File: src/rtl/issue_pkg.sv
// Shared defaults, the "no dependency" ROB index, and the issue payload layout.
package issue_pkg;

    localparam int XLEN_DEF  = 32;
    localparam int ROB_W_DEF = 6;
    localparam int OPC_W_DEF = 6;
    localparam int REG_W_DEF = 5;

    // ROB entry 0 is never allocated, so it doubles as "no producer".
    localparam logic [ROB_W_DEF-1:0] ROB_NONE = '0;

    // Payload shared by the reservation station and the load/store buffer.
    typedef struct packed {
        logic [OPC_W_DEF-1:0] opcode;
        logic [XLEN_DEF-1:0]  val1;
        logic [XLEN_DEF-1:0]  val2;
        logic [ROB_W_DEF-1:0] dep1;
        logic [ROB_W_DEF-1:0] dep2;
        logic                 has_dep1;
        logic                 has_dep2;
        logic [ROB_W_DEF-1:0] rob_index;
        logic [XLEN_DEF-1:0]  imm;
        logic [XLEN_DEF-1:0]  pc;
    } issue_payload_t;

endpackage

File: src/rtl/operand_resolver.sv
// Resolves one source operand: x0, register file, CDB bypass, ROB value, or a pending tag.
module operand_resolver
    import issue_pkg::*;
#(
    parameter int XLEN  = XLEN_DEF,
    parameter int ROB_W = ROB_W_DEF,
    parameter int REG_W = REG_W_DEF
) (
    input  logic [REG_W-1:0] rs,
    input  logic [XLEN-1:0]  rf_val,
    input  logic [ROB_W-1:0] rf_dep,
    input  logic             rf_has_dep,
    input  logic             rob_value_valid,
    input  logic [XLEN-1:0]  rob_value,
    input  logic             cdb_valid,
    input  logic [ROB_W-1:0] cdb_rob_index,
    input  logic [XLEN-1:0]  cdb_value,
    output logic [XLEN-1:0]  val,
    output logic [ROB_W-1:0] dep,
    output logic             has_dep
);

    // Priority chain; the CDB is checked before the ROB so a same-cycle broadcast is never missed.
    always_comb begin
        val     = '0;
        dep     = '0;
        has_dep = 1'b0;
        if (rs == '0) begin
            val = '0;
        end else if (!rf_has_dep) begin
            val = rf_val;
        end else if (cdb_valid && (cdb_rob_index == rf_dep)) begin
            val = cdb_value;
        end else if (rob_value_valid) begin
            val = rob_value;
        end else begin
            has_dep = 1'b1;
            dep     = rf_dep;
        end
    end

endmodule

File: src/rtl/issue_stage.sv
// In-order issue: handshake, operand resolution, ROB/RF allocation and registered dispatch.
module issue_stage
    import issue_pkg::*;
#(
    parameter int XLEN  = XLEN_DEF,
    parameter int ROB_W = ROB_W_DEF,
    parameter int OPC_W = OPC_W_DEF,
    parameter int REG_W = REG_W_DEF
) (
    input  logic             clk,
    input  logic             rst,
    input  logic             rdy,
    input  logic             flush,
    input  logic             in_valid,
    output logic             in_ready,
    input  logic [OPC_W-1:0] in_opcode,
    input  logic [REG_W-1:0] in_rs1,
    input  logic [REG_W-1:0] in_rs2,
    input  logic [REG_W-1:0] in_rd,
    input  logic [XLEN-1:0]  in_imm,
    input  logic [XLEN-1:0]  in_pc,
    input  logic             in_jumped,
    input  logic             in_is_mem,
    input  logic             in_writes_rd,
    input  logic [ROB_W-1:0] rob_next_index,
    input  logic             rob_full,
    input  logic             rs_full,
    input  logic             lsb_full,
    output logic [REG_W-1:0] rf_check1,
    output logic [REG_W-1:0] rf_check2,
    input  logic [XLEN-1:0]  rf_val1,
    input  logic [XLEN-1:0]  rf_val2,
    input  logic [ROB_W-1:0] rf_dep1,
    input  logic [ROB_W-1:0] rf_dep2,
    input  logic             rf_has_dep1,
    input  logic             rf_has_dep2,
    output logic [ROB_W-1:0] rob_check1,
    output logic [ROB_W-1:0] rob_check2,
    input  logic             rob_value_valid1,
    input  logic             rob_value_valid2,
    input  logic [XLEN-1:0]  rob_value1,
    input  logic [XLEN-1:0]  rob_value2,
    input  logic             cdb_valid,
    input  logic [ROB_W-1:0] cdb_rob_index,
    input  logic [XLEN-1:0]  cdb_value,
    output logic             rob_valid,
    output logic [REG_W-1:0] rob_rd,
    output logic             rob_jumped,
    output logic [XLEN-1:0]  rob_pc,
    output logic             rob_is_mem,
    output logic             rs_valid,
    output logic             lsb_valid,
    output logic [OPC_W-1:0] iss_opcode,
    output logic [XLEN-1:0]  iss_val1,
    output logic [XLEN-1:0]  iss_val2,
    output logic [ROB_W-1:0] iss_dep1,
    output logic [ROB_W-1:0] iss_dep2,
    output logic             iss_has_dep1,
    output logic             iss_has_dep2,
    output logic [ROB_W-1:0] iss_rob_index,
    output logic [XLEN-1:0]  iss_imm,
    output logic [XLEN-1:0]  iss_pc,
    output logic             rf_valid,
    output logic [REG_W-1:0] rf_regname,
    output logic [ROB_W-1:0] rf_regrename
);

    logic             fire;
    logic [XLEN-1:0]  res_val1, res_val2;
    logic [ROB_W-1:0] res_dep1, res_dep2;
    logic             res_has_dep1, res_has_dep2;

    assign rf_check1  = in_rs1;
    assign rf_check2  = in_rs2;
    assign rob_check1 = rf_dep1;
    assign rob_check2 = rf_dep2;

    // Accept only when the destination queue for this instruction class has room.
    assign in_ready = rdy & ~flush & ~rob_full & (in_is_mem ? ~lsb_full : ~rs_full);
    assign fire     = in_valid & in_ready;

    operand_resolver #(.XLEN(XLEN), .ROB_W(ROB_W), .REG_W(REG_W)) u_res1 (
        .rs(in_rs1), .rf_val(rf_val1), .rf_dep(rf_dep1), .rf_has_dep(rf_has_dep1),
        .rob_value_valid(rob_value_valid1), .rob_value(rob_value1),
        .cdb_valid(cdb_valid), .cdb_rob_index(cdb_rob_index), .cdb_value(cdb_value),
        .val(res_val1), .dep(res_dep1), .has_dep(res_has_dep1)
    );

    operand_resolver #(.XLEN(XLEN), .ROB_W(ROB_W), .REG_W(REG_W)) u_res2 (
        .rs(in_rs2), .rf_val(rf_val2), .rf_dep(rf_dep2), .rf_has_dep(rf_has_dep2),
        .rob_value_valid(rob_value_valid2), .rob_value(rob_value2),
        .cdb_valid(cdb_valid), .cdb_rob_index(cdb_rob_index), .cdb_value(cdb_value),
        .val(res_val2), .dep(res_dep2), .has_dep(res_has_dep2)
    );

    // Strobes pulse for one cycle per fire; payload registers only load on fire; rdy low freezes all.
    always_ff @(posedge clk) begin
        if (rst) begin
            rob_valid     <= 1'b0;
            rs_valid      <= 1'b0;
            lsb_valid     <= 1'b0;
            rf_valid      <= 1'b0;
            rob_rd        <= '0;
            rob_jumped    <= 1'b0;
            rob_pc        <= '0;
            rob_is_mem    <= 1'b0;
            iss_opcode    <= '0;
            iss_val1      <= '0;
            iss_val2      <= '0;
            iss_dep1      <= '0;
            iss_dep2      <= '0;
            iss_has_dep1  <= 1'b0;
            iss_has_dep2  <= 1'b0;
            iss_rob_index <= '0;
            iss_imm       <= '0;
            iss_pc        <= '0;
            rf_regname    <= '0;
            rf_regrename  <= '0;
        end else if (rdy) begin
            rob_valid <= fire;
            rs_valid  <= fire & ~in_is_mem;
            lsb_valid <= fire & in_is_mem;
            rf_valid  <= fire & in_writes_rd & (in_rd != '0);
            if (fire) begin
                rob_rd        <= in_rd;
                rob_jumped    <= in_jumped;
                rob_pc        <= in_pc;
                rob_is_mem    <= in_is_mem;
                iss_opcode    <= in_opcode;
                iss_val1      <= res_val1;
                iss_val2      <= res_val2;
                iss_dep1      <= res_dep1;
                iss_dep2      <= res_dep2;
                iss_has_dep1  <= res_has_dep1;
                iss_has_dep2  <= res_has_dep2;
                iss_rob_index <= rob_next_index;
                iss_imm       <= in_imm;
                iss_pc        <= in_pc;
                rf_regname    <= in_rd;
                rf_regrename  <= rob_next_index;
            end
        end
    end

endmodule

File: config.mk
export PLATFORM = sky130hd
export DESIGN_NAME = issue_stage
export DESIGN_NICKNAME = d
export VERILOG_FILES = /design/src/rtl/issue_pkg.sv /design/src/rtl/operand_resolver.sv /design/src/rtl/issue_stage.sv
export SDC_FILE = /design/constraint.sdc
export NUM_CORES = 1
export LEC_CHECK = 0
export BUFFER_PORTS_ARGS = -buffer_cell sky130_fd_sc_hd__buf_2
export CAP_MARGIN = 20
export CORE_MARGIN = 5
export CORE_UTILIZATION = 26
export DETAILED_ROUTE_END_ITERATION = 8
export MAX_ROUTING_LAYER = met4
export PLACE_DENSITY_LB_ADDON = 0.12
export SLEW_MARGIN = 10
export SYNTH_ARGS = -nofsm -noshare
export SYNTH_HDL_FRONTEND = slang
export SYNTH_HIERARCHICAL = 1
export SYNTH_SLANG_ARGS = --single-unit
File: constraint.sdc
create_clock -name clk -period 1.85 [get_ports clk]
set_input_delay 0.0925 -clock clk [delete_from_list [all_inputs] [get_ports clk]]
set_output_delay 0.0925 -clock clk [all_outputs]
set_load 0.05 [all_outputs]
; Word level (Yosys, flattened, before mapping)
; Index checks and enable logic that the tools add are counted.
[classes]
bitwise_logic = 13
reduce_logical = 6
n_mux = 25
eq_ne = 2
[ops]
columns = operator, n
row1 = 32-bit two-way mux, 8
row2 = 6-bit two-way mux, 8
row3 = 6-bit == test, 2
row4 = 5-bit logical NOT, 2
row5 = 1-bit two-way mux, 9
row6 = 1-bit AND, 8
row7 = 1-bit NOT, 5
row8 = 5-bit nonzero test, 1
row9 = 1-bit logical AND, 2
row10 = 2-bit AND reduction, 1
[word_totals]
inputBits = 285
output_inout_bits = 231
word_cells = 63
regBits = 165

; Logic depth before layout (Yosys ltp)
[depth]
word_depth = 7
ltp_mapped = 8
depth_no_buf = 6

; By module
; The synthesis kept the hierarchy.
[by_module_without_submodules]
columns = mod, area_per_inst_um2, instances, cells_per_inst
row1 = issue_stage, 6757.7, 1, 820
row2 = operand_resolver, 1228.7, 2, 210

; Worst setup path before layout
; Ideal clock, no wire load.
[synth_path]
path_kind = input to output
from = input in_is_mem
to = output in_ready
arrival_time_ps = 1637
setup_slack_ps = 120
cell_stages = 4
path_buffers = 2
path_cell_list = mux2_4 > buf_6 > buf_4 > nor4b_2
[synth_via]
elab_chain_cells = 2
[synth_lines]
columns = item, line
row1 = from (decl), issue_stage.sv:23  ; input logic in_is_mem,
row2 = 1-bit two-way mux, issue_stage.sv:79  ; assign in_ready = rdy & ~flush & ~rob_full & (in_is_mem ? ~lsb_full : ~rs_full);
row3 = 1-bit AND, issue_stage.sv:79
row4 = to (decl), issue_stage.sv:15  ; output logic in_ready,
; No other way between the ends.

; Worst setup path after layout
[layout_path]
from = input rob_full
to = register iss_imm[31]
[layout_via]
elab_chain_cells = 5
[layout_lines]
columns = item, line
row1 = from (decl), issue_stage.sv:26  ; input logic rob_full,
row2 = 1-bit NOT, issue_stage.sv:79
row3 = 1-bit AND (2 in a row), issue_stage.sv:79
row4 = 1-bit AND, issue_stage.sv:80  ; assign fire = in_valid & in_ready;
row5 = 2-bit AND reduction (no line), n/a
row6 = to (signal assigned), issue_stage.sv:137  ; iss_imm <= in_imm;
row7 = to (decl), issue_stage.sv:61  ; output logic [XLEN-1:0] iss_imm,
; No other way between the ends.
; A chain may end at the register's enable or synchronous reset.

==> metrics.cfg <==
[timing]
hold_viol=0
finalCritPeriodShare_pct=81.39
fin_skew_ns=0
maxSlewViolCount=0
setup_slack_ns=0.3443
tns_ns=0
grt_setup_unrepaired=no
relSlewSlack_pct=64.76
period_needed_ns=1.506
clock.fmax_mhz=664.2
setup_viol=0
tightest_slew_ns=0.5271

[detailed_routing]
first_pass_iters=5
drc=0
ant_nets=0
first_iter_violations=824
wl_mm=45.81
wire_per_inst_um=21.00
vias=11183
viasPerCell=5.127

[clock_network]
clk_pin_slew_ns=0.07
cts_root_buffer=clkbuf_16
cts_tree=done
cts.sinks=165
clockBufferDepth=2
cts_setup_buffers=0
clock_latency_ns=0.45
htree_levels=4
cts_resized=0
cts_buffers=17

[final_layout]
layout_common_cells=514 x buf_2, 223 x o21ai_0, 181 x a21oi_1
layout.nets=1981
final_common_cell=buf_2
areaGrowthSynthToFinish_pct=44.93
final_layout_size_suffix_gt1_share_pct=35.46
fill_cells=3802

[floorplan]
die_y_um=198.3
core_um2=35310
ioPinCount=516
die-area_um2=39310
start_util_pct=26.10
row_count=69
fp.dieW_um=198.3

[placed_design]
place_congestion=0.8543
dp_slack_ns=0.02816
place_hpwl_mm=32.91
port_buffers=515

[critical_path]
end_kind=register
worstPathArrival_ns=1.85
critical_path_class=primary input to register
cp_slowest_cell=dlygate4sd3_1
cp-start-kind=primary input
path_max_fanout=68
cp.required_ns=2.19
worst_path_largest_cell_delay_ns=0.56
path_cells=buf_2, nand4bb_4, buf_12, o21ai_0, a21oi_1, dlygate4sd3_1

[yosys]
syn_inst=1240
ys_top_cells_by_area=dfxtp_1 36%, o21ai_0 12%, a21oi_1 9.8%, nand3_1 9.8%, buf_4 5.6%
yosysTopAreaCellShare_pct=35.85
yosys_warnings=6
synth-main-ff-cell=dfxtp_1
synth_top_area_cell=dfxtp_1
seq_area_frac_synth_pct=35.85
async_flop_share_pct=0
ys_seq_elements=165
syn-cell-area_um2=9215
synth_edf_count=0
yosys.cell_types.count=35
syn_nets=1525
synth_area_per_cell_um2=7.432

[job]
cap_violations=0

[power_and_ir_drop]
power_leakage_nw=5.697
p_per_area_nw_per_um2=690.9
ir_worst_vdd_mv=0.6425

[global_route]
grt_pass1_wl_mm=66.42
grt_pass1_vias=10758
track_usage_pct=22.50
grt_max_degree=75
antenna_found_initial=11
grt_overflow=0

[min_path]
hp-class=primary input to register

[outcome]
outcome=finished clean

==> critical path, delay by kind of cell <==
| kind | cells | cell delay, ns |
|---|---|---|
| AND/OR/NAND/NOR | 1 | 0.46 |
| AO/OA/AOI/OAI | 2 | 0.26 |
| buffers and inverters | 3 | 1.01 |
==> state kept, by name, summed over array words and instances, names as in the netlist, 5 cells and up <==
register	count
iss_imm	32
iss_pc	32
iss_val1	32
iss_val2	32
iss_dep1	6
iss_dep2	6
iss_opcode	6
rf_regrename	6
rf_regname	5
==> cell usage after synthesis, types with 3 or more instances <==
cell / number
buf_4: 69
dfxtp_1: 165
buf_1: 6
xor2_1: 4
nor3b_1: 12
xnor2_1: 6
buf_6: 5
inv_1: 46
or3_1: 47
o211ai_1: 64
a21oi_1: 181
nand2b_1: 3
nand3_1: 181
o21ai_0: 223
buf_2: 28
nor2_1: 7
o21ai_1: 4
o31a_1: 18
clkbuf_1: 96
clkbuf_2: 7
nand2_1: 4
a31oi_1: 46
==> area by class of cell <==
cell class	count	area (um^2)	share of cell area, %
Clock inverter	11	117.6	0.8806
Tap cell	461	576.8	4.319
Sequential cell	165	3303	24.73
Multi-Input combinational cell	818	4637	34.72
Antenna cell	11	27.53	0.2061
Clock buffer	21	460.4	3.448
Inverter	46	172.7	1.293
Timing Repair Buffer	648	4060	30.40
==> kinds of logic (layout without fill, tap and decap cells) <==
logic type	Yosys count	in the layout	synth area share [%]
buffers and inverters	257	726	14.16
multiplexers	2	2	0.4073
AO/OA/AOI/OAI	537	537	32.30
other	0	11	0
AND/OR/NAND/NOR	267	267	15.98
XOR/XNOR	12	12	1.303
flip-flops	165	165	35.85
==> layer usage <==
layer	vias up	routed length [um]	global-route usage [%]	share of wire [%]
met5	-	0	-	0
met4	0	1004	7.039	2.2
met3	44	3177	4.560	6.9
met2	442	21780	34.85	48
met1	5335	19840	29.62	43
li1	5362	-	-	-
==> report_power, final <==
group / total [mW] / internal (mW) / switching (mW)
clock: 3.63 / 1.96 / 1.68
sequential: 3.62 / 3.60 / 0.0248
combinational: 1.97 / 0.728 / 1.25
==> final timing paths <==
kind,from,end,slack (ns),cells past startpoint
worst min register to register,lsb_valid,lsb_valid,0.47,2
worst max-delay path,rob_full,iss_imm[31],0.34,6
worst max register to register,iss_imm[31],iss_imm[31],0.70,3
worst min-delay path,rst,iss_pc[14],0.03,2
==> stage by stage <==
stage | utilization (%) | hold WS, ns | std cells | total power, mW | cell area (um^2)
global route | 37.82 | 0.02237 | 2180 | 9.621 | 13350
global placement | 33.67 | 0.3454 | 2052 | 5.535 | 11890
detailed placement | 33.67 | 0.3511 | 2052 | 5.524 | 11890
CTS | 37.74 | 0.005893 | 2170 | 9.344 | 13330
finish | 37.82 | 0.02726 | 2181 | 9.228 | 13360
floorplan | - | 0.2402 | 1240 | 4.753 | 9215
==> repair_timing <==
| item | CTS | global route |
|---|---|---|
| endpoints found under the hold margin | 86 | 0 |
| setup endpoints to repair | 0 | 0 |
| hold buffers | 86 | 0 |
Note: power is estimated with default switching activity, not from simulation.
